### config.mk
export PLATFORM = sky130hd
export DESIGN_NAME = fft_frame_sequencer_flat
export DESIGN_NICKNAME = d
export VERILOG_FILES = /design/src/rtl/fft_frame_sequencer_if.sv /design/src/rtl/fft_frame_sequencer.sv /design/src/flat_wrapper.sv
export SDC_FILE = /design/constraint.sdc
export NUM_CORES = 1
export LEC_CHECK = 0
export ABC_AREA = 0
export BUFFER_PORTS_ARGS = -buffer_cell sky130_fd_sc_hd__buf_4
export CAP_MARGIN = 20
export CORE_AREA = 3 3 286 288
export DETAILED_ROUTE_END_ITERATION = 16
export DIE_AREA = 0 0 289 291
export PLACE_DENSITY = 0.43
export REMOVE_ABC_BUFFERS = 1
export SYNTH_ARGS = -nofsm -noshare
export SYNTH_HDL_FRONTEND = slang
export SYNTH_SLANG_ARGS = --single-unit
### constraint.sdc
create_clock -name clk -period 1.6 [get_ports clk]
set_input_delay 0.16 -clock clk [delete_from_list [all_inputs] [get_ports clk]]
set_output_delay 0.16 -clock clk [all_outputs]
set_load 0.05 [all_outputs]
### src/rtl/fft_frame_sequencer_if.sv
// Stream, RAM-port and control signals of the FFT frame sequencer.
// master: the upstream source / downstream consumer side (testbench, system).
// slave : the sequencer itself.
interface fft_frame_sequencer_if #(
    parameter int BIT_WIDTH  = 11,
    parameter int ADDR_WIDTH = 11,
    parameter int N          = 16
);
    localparam int DW = BIT_WIDTH * N * 2;

    logic                  start;
    logic                  busy;
    logic                  in_valid;
    logic                  in_ready;
    logic [DW-1:0]         in_data;
    logic                  we;
    logic [ADDR_WIDTH-1:0] write_address;
    logic [DW-1:0]         wdata;
    logic [ADDR_WIDTH-1:0] read_address;
    logic                  rd_ready;
    logic                  rd_issue;
    logic                  rd_valid;
    logic                  rd_last;
    logic                  frame_done;

    modport master (
        output start, in_valid, in_data, rd_ready,
        input  busy, in_ready, we, write_address, wdata,
               read_address, rd_issue, rd_valid, rd_last, frame_done
    );

    modport slave (
        input  start, in_valid, in_data, rd_ready,
        output busy, in_ready, we, write_address, wdata,
               read_address, rd_issue, rd_valid, rd_last, frame_done
    );
endinterface

### src/rtl/fft_frame_sequencer.sv
// FFT frame sequencer: loads DEPTH = f*N packed rows into the frame RAM in
// arrival order, then sweeps the RAM in 2N-row windows for the compute stage.
//
//   state   | meaning
//   --------+-------------------------------------------------------------
//   S_IDLE  | waiting for start; all strobes low
//   S_LOAD  | in_ready high, each accepted row written at wr_ptr
//   S_GAP   | one spare cycle so the final write lands before any read
//   S_READ  | issue one window base per rd_ready cycle, stride 2N
//   S_FLUSH | all bases issued; wait for the final window's rd_valid
module fft_frame_sequencer #(
    parameter int BIT_WIDTH  = 11,
    parameter int ADDR_WIDTH = 11,
    parameter int f          = 77,
    parameter int N          = 16
) (
    input logic                 clk,
    input logic                 rst_n,
    fft_frame_sequencer_if.slave bus
);
    localparam int DW     = BIT_WIDTH * N * 2;
    localparam int DEPTH  = f * N;
    localparam int STRIDE = 2 * N;
    localparam int NUM_RD = (DEPTH + STRIDE - 1) / STRIDE;

    localparam logic [ADDR_WIDTH-1:0] LAST_WR  = ADDR_WIDTH'(DEPTH - 1);
    localparam logic [ADDR_WIDTH-1:0] LAST_RD  = ADDR_WIDTH'((NUM_RD - 1) * STRIDE);
    localparam logic [ADDR_WIDTH-1:0] STRIDE_A = ADDR_WIDTH'(STRIDE);
    localparam logic [ADDR_WIDTH-1:0] ONE_A    = ADDR_WIDTH'(1);

    typedef enum logic [2:0] {
        S_IDLE,
        S_LOAD,
        S_GAP,
        S_READ,
        S_FLUSH
    } state_t;

    state_t                state_q;
    logic [ADDR_WIDTH-1:0] wr_ptr_q;
    logic [ADDR_WIDTH-1:0] rd_ptr_q;
    logic                  busy_q;
    logic                  in_ready_q;
    logic                  we_q;
    logic [ADDR_WIDTH-1:0] write_address_q;
    logic [DW-1:0]         wdata_q;
    logic [ADDR_WIDTH-1:0] read_address_q;
    logic                  rd_issue_q;
    logic                  issue_last_q;
    logic                  rd_valid_q;
    logic                  rd_last_q;
    logic                  frame_done_q;

    // Sequencer FSM with every output registered; strobes default low each cycle.
    always_ff @(posedge clk) begin
        if (!rst_n) begin
            state_q         <= S_IDLE;
            wr_ptr_q        <= '0;
            rd_ptr_q        <= '0;
            busy_q          <= 1'b0;
            in_ready_q      <= 1'b0;
            we_q            <= 1'b0;
            write_address_q <= '0;
            wdata_q         <= '0;
            read_address_q  <= '0;
            rd_issue_q      <= 1'b0;
            issue_last_q    <= 1'b0;
            rd_valid_q      <= 1'b0;
            rd_last_q       <= 1'b0;
            frame_done_q    <= 1'b0;
        end else begin
            we_q         <= 1'b0;
            rd_issue_q   <= 1'b0;
            frame_done_q <= 1'b0;
            // RAM read is registered, so the window is valid one cycle after issue.
            rd_valid_q   <= rd_issue_q;
            rd_last_q    <= rd_issue_q && issue_last_q;

            case (state_q)
                S_IDLE: begin
                    if (bus.start) begin
                        state_q      <= S_LOAD;
                        busy_q       <= 1'b1;
                        in_ready_q   <= 1'b1;
                        wr_ptr_q     <= '0;
                        rd_ptr_q     <= '0;
                        issue_last_q <= 1'b0;
                    end
                end

                S_LOAD: begin
                    if (bus.in_valid && in_ready_q) begin
                        we_q            <= 1'b1;
                        write_address_q <= wr_ptr_q;
                        wdata_q         <= bus.in_data;
                        wr_ptr_q        <= wr_ptr_q + ONE_A;
                        if (wr_ptr_q == LAST_WR) begin
                            in_ready_q <= 1'b0;
                            state_q    <= S_GAP;
                        end
                    end
                end

                S_GAP: begin
                    state_q <= S_READ;
                end

                S_READ: begin
                    if (bus.rd_ready) begin
                        rd_issue_q     <= 1'b1;
                        read_address_q <= rd_ptr_q;
                        rd_ptr_q       <= rd_ptr_q + STRIDE_A;
                        issue_last_q   <= (rd_ptr_q == LAST_RD);
                        if (rd_ptr_q == LAST_RD) begin
                            state_q <= S_FLUSH;
                        end
                    end
                end

                S_FLUSH: begin
                    if (rd_valid_q && rd_last_q) begin
                        frame_done_q <= 1'b1;
                        busy_q       <= 1'b0;
                        state_q      <= S_IDLE;
                    end
                end

                default: begin
                    state_q <= S_IDLE;
                end
            endcase
        end
    end

    assign bus.busy          = busy_q;
    assign bus.in_ready      = in_ready_q;
    assign bus.we            = we_q;
    assign bus.write_address = write_address_q;
    assign bus.wdata         = wdata_q;
    assign bus.read_address  = read_address_q;
    assign bus.rd_issue      = rd_issue_q;
    assign bus.rd_valid      = rd_valid_q;
    assign bus.rd_last       = rd_last_q;
    assign bus.frame_done    = frame_done_q;

endmodule

### src/flat_wrapper.sv
// flat-port wrapper written by rule: the top's interface ports become plain ports
module fft_frame_sequencer_flat 
#(
    parameter int BIT_WIDTH  = 11,
    parameter int ADDR_WIDTH = 11,
    parameter int f          = 77,
    parameter int N          = 16
)
  (clk, rst_n, bus_start, bus_in_valid, bus_in_data, bus_rd_ready, bus_busy, bus_in_ready, bus_we, bus_write_address, bus_wdata, bus_read_address, bus_rd_issue, bus_rd_valid, bus_rd_last, bus_frame_done);
  fft_frame_sequencer_if #(.BIT_WIDTH(BIT_WIDTH), .ADDR_WIDTH(ADDR_WIDTH), .N(N)) bus_i ();
  input logic clk;
  input logic rst_n;
  input wire logic [$bits(bus_i.start)-1:0] bus_start;
  input wire logic [$bits(bus_i.in_valid)-1:0] bus_in_valid;
  input wire logic [$bits(bus_i.in_data)-1:0] bus_in_data;
  input wire logic [$bits(bus_i.rd_ready)-1:0] bus_rd_ready;
  output wire logic [$bits(bus_i.busy)-1:0] bus_busy;
  output wire logic [$bits(bus_i.in_ready)-1:0] bus_in_ready;
  output wire logic [$bits(bus_i.we)-1:0] bus_we;
  output wire logic [$bits(bus_i.write_address)-1:0] bus_write_address;
  output wire logic [$bits(bus_i.wdata)-1:0] bus_wdata;
  output wire logic [$bits(bus_i.read_address)-1:0] bus_read_address;
  output wire logic [$bits(bus_i.rd_issue)-1:0] bus_rd_issue;
  output wire logic [$bits(bus_i.rd_valid)-1:0] bus_rd_valid;
  output wire logic [$bits(bus_i.rd_last)-1:0] bus_rd_last;
  output wire logic [$bits(bus_i.frame_done)-1:0] bus_frame_done;
  assign bus_i.start = bus_start;
  assign bus_i.in_valid = bus_in_valid;
  assign bus_i.in_data = bus_in_data;
  assign bus_i.rd_ready = bus_rd_ready;
  assign bus_busy = bus_i.busy;
  assign bus_in_ready = bus_i.in_ready;
  assign bus_we = bus_i.we;
  assign bus_write_address = bus_i.write_address;
  assign bus_wdata = bus_i.wdata;
  assign bus_read_address = bus_i.read_address;
  assign bus_rd_issue = bus_i.rd_issue;
  assign bus_rd_valid = bus_i.rd_valid;
  assign bus_rd_last = bus_i.rd_last;
  assign bus_frame_done = bus_i.frame_done;
  fft_frame_sequencer #(.BIT_WIDTH(BIT_WIDTH), .ADDR_WIDTH(ADDR_WIDTH), .f(f), .N(N)) u_core (.clk(clk), .rst_n(rst_n), .bus(bus_i));
endmodule
* Word level (Yosys, flattened, before mapping)
Index checks and enable logic that the tools add are counted.
** Word-level totals
- Flip-flop bits (word level) :: 407
- Output and inout port bits :: 381
** Cells by class
- Add/sub/neg operators :: 2
- Reductions and logical operators :: 17
- Muxes and demuxes :: 24
- Eq/ne operators :: 12
** Operators with widths (count)
- $pmux 11 s2 :: 2
- $mux 11 :: 3
- $eq 11x11->1 const B :: 2
- $mux 3 :: 6
- $pmux 3 s5 :: 1
- $add 11x1->11 const B :: 1
- $add 11x6->11 const B :: 1
- $reduce_and 2->1 :: 5
- $mux 1 :: 9
- $reduce_and 3->1 :: 3
- $ne 2x1->1 const B :: 4
- $eq 3x2->1 const B :: 2
- $pmux 1 s2 :: 3
- $reduce_and 6->1 :: 1
- $reduce_bool 2->1 :: 3
- $ne 2x2->1 const B :: 2
- $reduce_and 4->1 :: 1
- $eq 3x1->1 const B :: 1
- $eq 3x3->1 const B :: 1
- $logic_and 1x1->1 :: 3
- $logic_not 3->1 :: 1

* Longest topological paths before layout
Gate-level depths: netlist of run 1.
- Depth after elaboration :: 4
- Gate-level depth with buffers :: 8

* Least setup slack after synthesis of run 1
Ideal clock, no wire load.
- Kind :: reg2reg
- Start point :: register u_core.in_ready_q (netlist: u_core.bus.in_ready)
- End point :: register u_core.wr_ptr_q[7]
- Arrival :: 1.741 ns
- Setup time :: 0.070 ns
- Cell stages (with the launch flop) :: 5
- Setup slack :: -0.211 ns
- Buffers on the path :: 0
- Cell sequence :: dfxtp_1 -> nand3_2 -> a2111o_1 -> or3_1 -> a21oi_1
** Between the ends
- Cells in the longest elaborated chain, start to end :: 3
** RTL lines
- start: declaration :: line fft_frame_sequencer.sv:43 : logic in_ready_q;
- start signal: assignment :: line fft_frame_sequencer.sv:61 : in_ready_q <= 1'b0;
- start signal: assignment :: line fft_frame_sequencer.sv:84 : in_ready_q <= 1'b1;
- start signal: assignment :: line fft_frame_sequencer.sv:98 : in_ready_q <= 1'b0;
- $logic_and 1x1->1 :: line fft_frame_sequencer.sv:92 : if (bus.in_valid && in_ready_q) begin
- $ne 2x1->1 (no line)
- $reduce_and 3->1 (no line)
- end signal: assignment :: line fft_frame_sequencer.sv:96 : wr_ptr_q <= wr_ptr_q + ONE_A;
- end: declaration :: line fft_frame_sequencer.sv:40 : logic [ADDR_WIDTH-1:0] wr_ptr_q;
No other way between the ends.
A chain may end at the register's enable or synchronous reset.

* Worst setup path after layout of run 1
- Start point :: register u_core.state_q[0]
- End point :: register u_core.rd_ptr_q[7]
** Between the ends
- Cells in the longest elaborated chain, start to end :: 3
** RTL lines
- start: declaration :: line fft_frame_sequencer.sv:39 : state_t state_q;
- start signal: assignment :: line fft_frame_sequencer.sv:57 : state_q <= S_IDLE;
- start signal: assignment :: line fft_frame_sequencer.sv:82 : state_q <= S_LOAD;
- start signal: assignment :: line fft_frame_sequencer.sv:99 : state_q <= S_GAP;
- $eq 3x2->1 or $logic_not 3->1 (tied branches) :: line fft_frame_sequencer.sv:79 : case (state_q)
- $ne 2x2->1 (no line) or $reduce_bool 2->1 (tied branches)
- $reduce_and 3->1 (no line)
- end signal: assignment :: line fft_frame_sequencer.sv:112 : rd_ptr_q <= rd_ptr_q + STRIDE_A;
- end: declaration :: line fft_frame_sequencer.sv:41 : logic [ADDR_WIDTH-1:0] rd_ptr_q;
Several ways; a longest one is shown, not always the timed one.

==> impl_metrics.env, run 1 <==
export IMPL_nets=3245
export IMPL_htreeDepth=2
export IMPL_grt_pass1_wl_um=92000
export IMPL_worst_pin_slew_ns=0.656
export IMPL_ir_drop_mv=0.680
export IMPL_drc=0
export IMPL_cts_inserted_buffers=48
export IMPL_combPwrFrac_pct=14.8
export IMPL_regArea_mm2=0.00796
export IMPL_hold_violations=0
export IMPL_path_clk_slew_ns=0.06
export IMPL_violations="setup timing"
export IMPL_cp_data_required_time_ns=2.11
export IMPL_place_area_mm2=0.0212
export IMPL_rsz0062_at_grt="yes"
export IMPL_setup_viol=1
export IMPL_rows=103
export IMPL_fillerInstances=8315
export IMPL_die_h_um=291
export IMPL_cts_root_buffer="clkbuf_16"
export IMPL_intPower_uw=18900
export IMPL_period_share_pct=101
export IMPL_clk_latency_ns=0.57
export IMPL_drive_gt1_share_pct=33.4
export IMPL_core_region_area_mm2=0.0791
export IMPL_drtIter0Drc=575
export IMPL_yosysWarnings=0
export IMPL_die_area_mm2=0.0841
export IMPL_gr_usage_all_layers_pct=13.7
export IMPL_power_total_uw=25300
export IMPL_grt_pass1_vias=16312
export IMPL_power_leakage_uw=0.0111
export IMPL_cts_num_sinks=397
export IMPL_p_per_area_mw_per_mm2=940
export IMPL_top_level_ports=738
export IMPL_fin_setup_tns_ns=-0.0167
export IMPL_fin_area_mm2=0.0269
export IMPL_critPathMaxFanout=7
export IMPL_ys_flop_type="dfxtp_1"
export IMPL_drtPass1Iterations=5
export IMPL_cp_end_kind="flip-flop"
export IMPL_met2_length_um=31700
export IMPL_cp_arrival_ns=2.13
export IMPL_die_w_um=289
export IMPL_pre_cts_ws_ns=-0.0987
export IMPL_async_reset_ff_share_pct=0
export IMPL_fin_ws_ns=-0.0167
export IMPL_synth_edf_count=0
export IMPL_switching_share_pct=25.5
export IMPL_io_buffer_count=732
export IMPL_vias_per_cell=4.05
export IMPL_wl_um=62600
export IMPL_period_needed_ns=1.62
export IMPL_maxCapViolCount=0
export IMPL_ys_ff_latch=397
export IMPL_vias=16104
export IMPL_start_util_pct=17.5
export IMPL_antenna_found_initial=1
export IMPL_area_delta_synth_final_pct=94.2
export IMPL_postSynthCellCount=1759
export IMPL_fmax_mhz=619
export IMPL_highest_layer="met4"
export IMPL_wl_per_cell_um=15.7
export IMPL_slew_headroom_pct=56.1
export IMPL_drv_slew=0
export IMPL_gr_total_overflow=0
export IMPL_synth_avg_cell_area_um2=7.89
export IMPL_synthDistinctLibCells=42
export IMPL_p_sw_uw=6460
export IMPL_grt_max_degree=68
export IMPL_place_gp_congestion=0.869
export IMPL_dr_wl_met3_um=4730
export IMPL_skew_ns=0.0113
export IMPL_startpoint_type="flip-flop"
export IMPL_clkPwrFrac_pct=44.7
export IMPL_seqPwrFrac_pct=40.4
export IMPL_setup_worst_path_class="flip-flop to flip-flop"
export IMPL_multi_input_area_mm2=0.00550
export IMPL_cts_tree="done"
export IMPL_clockBufferDepth=3
export IMPL_hold_class="primary input to flip-flop"
export IMPL_m1WireLength_um=23900
export IMPL_hold_slack_ns=0.139
export IMPL_antenna_left=0
export IMPL_status="complete, but fails checks"
export IMPL_dp_hpwl_um=44900
export IMPL_ys_seq_area_share_pct=57.3
export IMPL_syn_cell_area_mm2=0.0139
## layout make-up
cell class	instances	share of cell area, %
inverter	3	0.0697
sequential	397	29.5
timing repair buffer	1208	39.0
tap	1050	4.88
antenna	1	0.00929
clock buffer	71	5.27
multi-input combinational	1228	20.4
clock inverter	17	0.818
## metrics by stage
step / instances / util, %
4_1_cts: 3966 / 33.4
5_1_grt: 3975 / 34.0
2_1_floorplan: 1628 / -
6_report: 3975 / 34.0
3_5_place_dp: 3519 / 26.8
3_3_place_gp: 3519 / 26.8
## logic make-up after synthesis
kind of cell | synth area share [%]
fa+ha+maj | 0.180
simple gates | 23.0
buf+inv | 4.36
flops | 57.3
xor+xnor | 0.189
mux | 0.0722
compound gates | 14.9
other cells | 0.0270
## synthesized netlist by cell type, types with 3 or more instances
cell,count,area (um^2)
nand2b_1,3,18.8
and2_1,3,18.8
dfxtp_1,397,7950
inv_1,3,11.3
o21ai_0,4,20.0
clkbuf_1,86,323
o211ai_1,8,60.1
or3_1,4,25.0
or4_1,8,60.1
nor2_1,15,56.3
nand3_1,9,45.0
buf_2,42,210
buf_4,5,37.5
a21oi_1,378,1890
xor2_1,3,26.3
nand2_1,756,2840
## state kept, by name, summed over array words and instances, names as in the netlist
name and count:
u_core.issue_last_q 1, u_core.bus.rd_issue 1, u_core.bus.rd_valid 1, u_core.bus.we 1, u_core.rd_ptr_q 6, u_core.bus.in_ready 1, u_core.bus.busy 1, u_core.bus.read_address 6
u_core.state_q 3, u_core.bus.frame_done 1, u_core.bus.wdata 352, u_core.bus.rd_last 1, u_core.wr_ptr_q 11, u_core.bus.write_address 11
## final timing paths
| path | from | end | slack (ns) | depth (start not counted) |
|---|---|---|---|---|
| hold / removal | bus_start | u_core.state_q[0] | 0.14 | 5 |
| hold reg to reg | u_core.bus.wdata[83] | u_core.bus.wdata[83] | 0.45 | 2 |
| setup / recovery | u_core.state_q[0] | u_core.rd_ptr_q[7] | -0.02 | 5 |
| setup reg to reg | u_core.state_q[0] | u_core.rd_ptr_q[7] | -0.02 | 5 |
## cell usage in the layout, fill, tap and decap left out, drive strengths merged, types with 4 or more instances in the layout
| cell type | count |
|---|---|
| buf | 847 |
| dlygate4sd3 | 354 |
| or3 | 4 |
| o21ai | 6 |
| or4 | 8 |
| bufinv | 5 |
| nand2 | 756 |
| dfxtp | 397 |
| a21oi | 378 |
| nand3 | 10 |
| clkbuf | 77 |
| conb | 5 |
| nor2 | 15 |
| o211ai | 8 |
| inv | 5 |
| clkinv | 9 |
## repair_timing
action	CTS	global route
hold buffers	354	0
gates cloned	1	8
gates resized for setup	10	71
pin swaps	6	5
endpoints found under the hold margin	363	0
setup buffers	4	0
setup endpoints to repair	113	208
## per-layer routing
metal,global-route usage (%),up-vias
li1,-,7959
met1,14.9,7480
met2,25.1,543
met3,3.52,122
met4,5.16,0
met5,0,-
## power groups by stage
stage                     logic [uW]  registers (uW)  clock network [uW]
final                           3750           10200               11300
after global routing            3980           10300               12200
after CTS                       3670           10200               11800
after detailed placement        2880           10500                   0
after global placement          2870           10400                   0
after floorplan                  720           11200                   0
## critical path: stages (launching register included)
cell and delay (ns):
dfxtp_4 0.37, or3b_1 0.35, a21o_1 0.22, buf_6 0.14, or4_4 0.41, nand2_2 0.06
No activity file was read; power rests on OpenSTA's default activity.
==> run 2: changes to the inputs <==
REMOVE_ABC_BUFFERS = not set   (was 1)
TNS_END_PERCENT = 50   (was not set)
==> run 2 against run 1 <==
  * The flow now finishes without violations
  * Highest routed layer is now met5
  * Clock skew decreased by 0.0021 ns
  * Cell area decreased by 1.4%
  * First-iteration DRC count increased by 1.9%
  * Maximum frequency increased by 2.9%
  * Flip-flop and latch count unchanged
  * Final cell count decreased by 0.58%
  * Critical path depth unchanged
  * Worst setup slack improved by 0.046 ns
  * Largest cell class unchanged
==> impl_metrics.env, run 2 (synthesis gave the netlist of run 1 again) <==
export IMPL_status="finished, final reports clean"
export IMPL_clockBufferDepth=3
export IMPL_cp_end_kind="flip-flop"
export IMPL_ir_drop_mv=0.645
export IMPL_clk_latency_ns=0.56
export IMPL_critPathMaxFanout=7
export IMPL_drc=0
export IMPL_intPower_uw=18800
export IMPL_layout_common_cells="802 x buf_4, 754 x nand2_1, 394 x dfxtp_1"
export IMPL_htreeDepth=2
export IMPL_startpoint_type="flip-flop"
export IMPL_hold_end="u_core.wr_ptr_q[0]"
export IMPL_cts_tree="done"
export IMPL_power_leakage_uw=0.0109
export IMPL_vias=15866
export IMPL_worst_pin_slew_ns=0.479
export IMPL_drive_gt1_share_pct=32.2
export IMPL_slew_headroom_pct=67.6
export IMPL_core_region_area_mm2=0.0791
export IMPL_antenna_found_initial=4
export IMPL_io_buffer_count=732
export IMPL_combPwrFrac_pct=14.5
export IMPL_top_level_ports=738
export IMPL_largest_reg_flops=352
export IMPL_skew_ns=0.00928
export IMPL_min_from="bus_in_valid"
export IMPL_switching_share_pct=25.2
export IMPL_r2r_slack_ns=0.03
export IMPL_worstRegToRegCells=5
export IMPL_vias_per_cell=4.01
export IMPL_period_share_pct=98.2
export IMPL_p_per_area_mw_per_mm2=946
export IMPL_hold_class="primary input to flip-flop"
export IMPL_maxCapViolCount=0
export IMPL_cts_inserted_buffers=47
export IMPL_path_clk_slew_ns=0.06
export IMPL_p_sw_uw=6340
export IMPL_worstHoldPathCells=5
export IMPL_setup_viol=0
export IMPL_wl_per_cell_um=15.6
export IMPL_final_common_cell="buf_4"
export IMPL_clkPwrFrac_pct=44.8
export IMPL_die_h_um=291
export IMPL_pre_cts_ws_ns=-0.0516
export IMPL_cp_data_required_time_ns=2.11
export IMPL_wl_um=61600
export IMPL_cp_arrival_ns=2.08
export IMPL_fin_ws_ns=0.0292
export IMPL_nets=3224
export IMPL_seqPwrFrac_pct=40.7
export IMPL_start_util_pct=17.5
export IMPL_place_inst=3505
export IMPL_place_area_mm2=0.0212
export IMPL_gr_total_overflow=0
export IMPL_antenna_left=0
export IMPL_die_w_um=289
export IMPL_gr_usage_all_layers_pct=13.7
export IMPL_drtIter0Drc=586
export IMPL_cts_num_sinks=397
export IMPL_drv_slew=0
export IMPL_setup_worst_path_class="flip-flop to flip-flop"
export IMPL_fmax_mhz=637
export IMPL_rr_startpoint="u_core.state_q[0]"
export IMPL_rsz0062_at_grt="yes"
export IMPL_die_area_mm2=0.0841
export IMPL_grt_max_degree=64
export IMPL_drtPass1Iterations=4
export IMPL_fin_area_mm2=0.0266
export IMPL_period_needed_ns=1.57
export IMPL_rows=103
export IMPL_area_delta_synth_final_pct=91.4
export IMPL_fin_cells=3952
export IMPL_grt_pass1_vias=16346
export IMPL_dp_hpwl_um=44800
export IMPL_grt_pass1_wl_um=91700
export IMPL_place_gp_congestion=0.851
export IMPL_hold_violations=0
export IMPL_r2r_end="u_core.rd_ptr_q[8]"
export IMPL_cts_root_buffer="clkbuf_16"
==> run 2: per-stage QoR <==
step	total power [uW]	utilization, %	TNS, ns	hold slack, ns
5_1_grt	26300	33.6	-0.292	0.131
3_3_place_gp	13300	26.7	-0.220	0.406
3_5_place_dp	13300	26.7	-0.195	0.417
6_report	25100	33.6	0	0.116
2_1_floorplan	11800	-	-0.0924	0.282
4_1_cts	25600	33.3	0	0.0862
==> run 2: layout make-up <==
class / instances / area [um^2]
clock inverter: 15 / 205
clock buffer: 69 / 1420
sequential: 397 / 7950
timing repair buffer: 1188 / 10200
multi-input combinational: 1228 / 5430
inverter: 3 / 18.8
fill: 8263 / 52600
tap: 1050 / 1310
antenna: 2 / 5.00
==> run 2: metal layers <==
metal,share of wire (%),up-vias,global-route usage (%),routed length (um)
met2,50,500,24.3,30700
met1,38,7326,14.9,23700
li1,-,7904,-,-
met4,4.3,4,5.79,2660
met5,0.044,-,0,27
met3,7.3,132,4.24,4500
==> run 2: how the worst max path moves through the flow <==
stage | start | end | slack, ns | cells after the start
after global placement | u_core.wr_ptr_q[0] | u_core.wr_ptr_q[8] | -0.08 | 5
after floorplan | u_core.state_q[1] | u_core.rd_ptr_q[9] | -0.03 | 6
after detailed placement | u_core.wr_ptr_q[0] | u_core.wr_ptr_q[8] | -0.05 | 5
final | u_core.state_q[0] | u_core.rd_ptr_q[8] | 0.03 | 5
after global routing | u_core.state_q[0] | u_core.wr_ptr_q[4] | -0.05 | 5
after CTS | u_core.state_q[1] | u_core.wr_ptr_q[8] | 0.001 | 5
==> run 2: power groups by stage <==
stage / sequential, uW / clock, uW / combinational, uW
after floorplan: 11200 / 0 / 675
after global placement: 10400 / 0 / 2850
after detailed placement: 10400 / 0 / 2860
after CTS: 10200 / 11700 / 3610
after global routing: 10300 / 12100 / 3870
final: 10200 / 11300 / 3630
==> run 2: worst max-delay path, stage by stage, from the launching register on <==
cell     delay (ns)
dfxtp_4        0.36
or3b_1         0.34
a21o_1         0.21
buf_6          0.14
or4_4          0.40
nand2_1        0.06
==> run 2: timing repair <==
item / in CTS / in global routing
endpoints found under the hold margin: 357 / 0
gates resized for setup: 5 / 22
cloned: 0 / 3
endpoints found under the setup margin: 29 / 158
hold buffers: 354 / 0
setup buffers: 1 / 3
pin swaps: 4 / 10
==> run 3: changes to the inputs <==
SETUP_SLACK_MARGIN = 0.1   (was not set)
==> run 3 against run 2 <==
  * The flow now finishes with violations (setup timing)
  * Total power down 0.94%
  * Worst hold slack better by 0.079 ns
  * Utilization up 2.9 points
  * Combinational power up 15%
  * Cell area increased by 8.5%
  * Clock power decreased by 7%
  * Sequential share of layout area down 2.3 points
  * Clock skew rose by 0.0050 ns
  * Global-route usage grew 1.1 points
  * Non-clock buffer count is 41 higher
  * Critical endpoint is now u_core.bus.wdata[202]
  * Highest routed layer is now met4
==> impl_metrics.env, run 3 (synthesis gave the netlist of run 1 again) <==
export IMPL_status="complete, but fails checks"
export IMPL_violations="setup timing"
export IMPL_intPower_uw=18200
export IMPL_path_clk_slew_ns=0.06
export IMPL_wl_um=68400
export IMPL_drc=0
export IMPL_cts_tree="done"
export IMPL_worst_pin_slew_ns=0.516
export IMPL_p_per_area_mw_per_mm2=864
export IMPL_worstRegToRegCells=8
export IMPL_setup_worst_path_class="flip-flop to flip-flop"
export IMPL_antenna_left=0
export IMPL_gr_total_overflow=0
export IMPL_power_total_uw=24900
export IMPL_final_common_cell="buf_4"
export IMPL_ir_drop_mv=0.689
export IMPL_largest_reg_flops=352
export IMPL_p_sw_uw=6670
export IMPL_vias_per_cell=4.13
export IMPL_period_share_pct=102
export IMPL_wl_per_cell_um=17.1
export IMPL_cp_arrival_ns=2.14
export IMPL_fillerInstances=8033
export IMPL_core_region_area_mm2=0.0791
export IMPL_rows=103
export IMPL_clockBufferDepth=3
export IMPL_clkPwrFrac_pct=42.1
export IMPL_start_util_pct=17.5
export IMPL_vias=16497
export IMPL_regArea_mm2=0.00796
export IMPL_clk_latency_ns=0.57
export IMPL_layout_common_cells="782 x buf_4, 654 x nand2_1, 388 x dfxtp_1"
export IMPL_cts_root_buffer="clkbuf_16"
export IMPL_period_needed_ns=1.64
export IMPL_place_inst=3496
export IMPL_nets=3267
export IMPL_die_h_um=291
export IMPL_startpoint_type="flip-flop"
export IMPL_grt_pass1_vias=16649
export IMPL_io_buffer_count=732
export IMPL_hold_slack_ns=0.195
export IMPL_drv_slew=0
export IMPL_fin_cells=3997
export IMPL_die_w_um=289
export IMPL_hold_violations=0
export IMPL_top_level_ports=738
export IMPL_seqPwrFrac_pct=41.1
export IMPL_m1WireLength_um=26600
export IMPL_cts_num_sinks=397
export IMPL_met2_length_um=34000
export IMPL_cp_end_kind="flip-flop"
export IMPL_dr_wl_met3_um=4830
export IMPL_grt_pass1_wl_um=97000
export IMPL_skew_ns=0.0143
export IMPL_critPathMaxFanout=6
export IMPL_cp_data_required_time_ns=2.10
export IMPL_highest_layer="met4"
export IMPL_cts_inserted_buffers=49
export IMPL_drtIter0Drc=593
export IMPL_dp_hpwl_um=45200
export IMPL_grt_max_degree=53
export IMPL_place_area_mm2=0.0210
export IMPL_fin_area_mm2=0.0288
export IMPL_maxCapViolCount=0
export IMPL_setup_viol=57
export IMPL_multi_input_area_mm2=0.00657
export IMPL_combPwrFrac_pct=16.8
export IMPL_fin_ws_ns=-0.0387
export IMPL_power_leakage_uw=0.0121
export IMPL_area_delta_synth_final_pct=108
export IMPL_die_area_mm2=0.0841
export IMPL_drive_gt1_share_pct=40.9
export IMPL_fmax_mhz=610
export IMPL_hold_class="primary input to flip-flop"
export IMPL_gr_usage_all_layers_pct=14.7
export IMPL_htreeDepth=2
export IMPL_rsz0062_at_grt="yes"
export IMPL_worstHoldPathCells=5
export IMPL_antenna_found_initial=3
export IMPL_place_gp_congestion=0.827
export IMPL_switching_share_pct=26.8
export IMPL_drtPass1Iterations=6
export IMPL_slew_headroom_pct=65.5
-- run 3: changes by cell type in the layout (fill, tap and decap cells not counted), moves of 12 or more --
cell	before	now
nand2_2	1	22
clkbuf_16	52	64
a21oi_2	7	129
nand2_1	754	654
buf_4	802	782
buf_16	2	24
a21oi_1	371	248
nand2_4	1	80
-- run 3: cell type report --
type                    count  area share (%)
flip-flops and latches    397            27.6
inverters                   3          0.0651
well taps                1050            4.56
diodes                      4          0.0347
clock inverters            14           0.300
repair buffers           1229            39.7
clock buffers              72            4.90
multi-input cells        1228            22.8
-- run 3: path summary, 6_finish.rpt --
path | startpoint | end | slack [ns]
hold reg to reg | u_core.bus.wdata[182] | u_core.bus.wdata[182] | 0.45
setup reg to reg | u_core.state_q[2] | u_core.bus.wdata[202] | -0.04
setup / recovery | u_core.state_q[2] | u_core.bus.wdata[202] | -0.04
hold / removal | bus_start | u_core.wr_ptr_q[2] | 0.20
-- run 3: what timing repair did --
item | in CTS | in global routing
resized for setup | 117 | 284
endpoints found under the setup margin | 366 | 382
hold buffers | 354 | 0
pin swaps | 44 | 137
endpoints found under the hold margin | 358 | 0
buffers inserted | 20 | 5
gates cloned | 15 | 17
-- run 3: critical path, stage by stage (launching register included) --
cell and delay (ns):
dfxtp_2 0.34, or2_4 0.27, nor2_4 0.13, buf_12 0.17, buf_16 0.15, buf_12 0.14
clkbuf_16 0.17, nand2_2 0.05, a21oi_1 0.12
-- run 3: stage by stage --
step / TNS, ns / util (%) / worst slack (ns)
after floorplan: -0.0376 / - / -0.0188
after global placement: -3.22 / 26.6 / -0.0934
after detailed placement: -9.86 / 26.6 / -0.114
after CTS: -0.0451 / 34.4 / -0.0195
after global routing: -14.57 / 36.4 / -0.136
final: -0.616 / 36.4 / -0.0387
-- run 3: power by group through the flow --
stage                     clock network, uW  registers, uW  logic (uW)
final                                 10500          10200        4180
after detailed placement                  0          10400        2840
after CTS                             10900          10200        3890
after global routing                  11300          10300        4420
after global placement                    0          10400        2830
after floorplan                           0          11200         677
-- run 3: per-layer routing --
metal / global-route usage [%] / vias to the layer above
li1: - / 8020
met1: 16.4 / 7773
met2: 25.9 / 553
met3: 4.24 / 151
met4: 6.52 / 0
met5: 0 / -
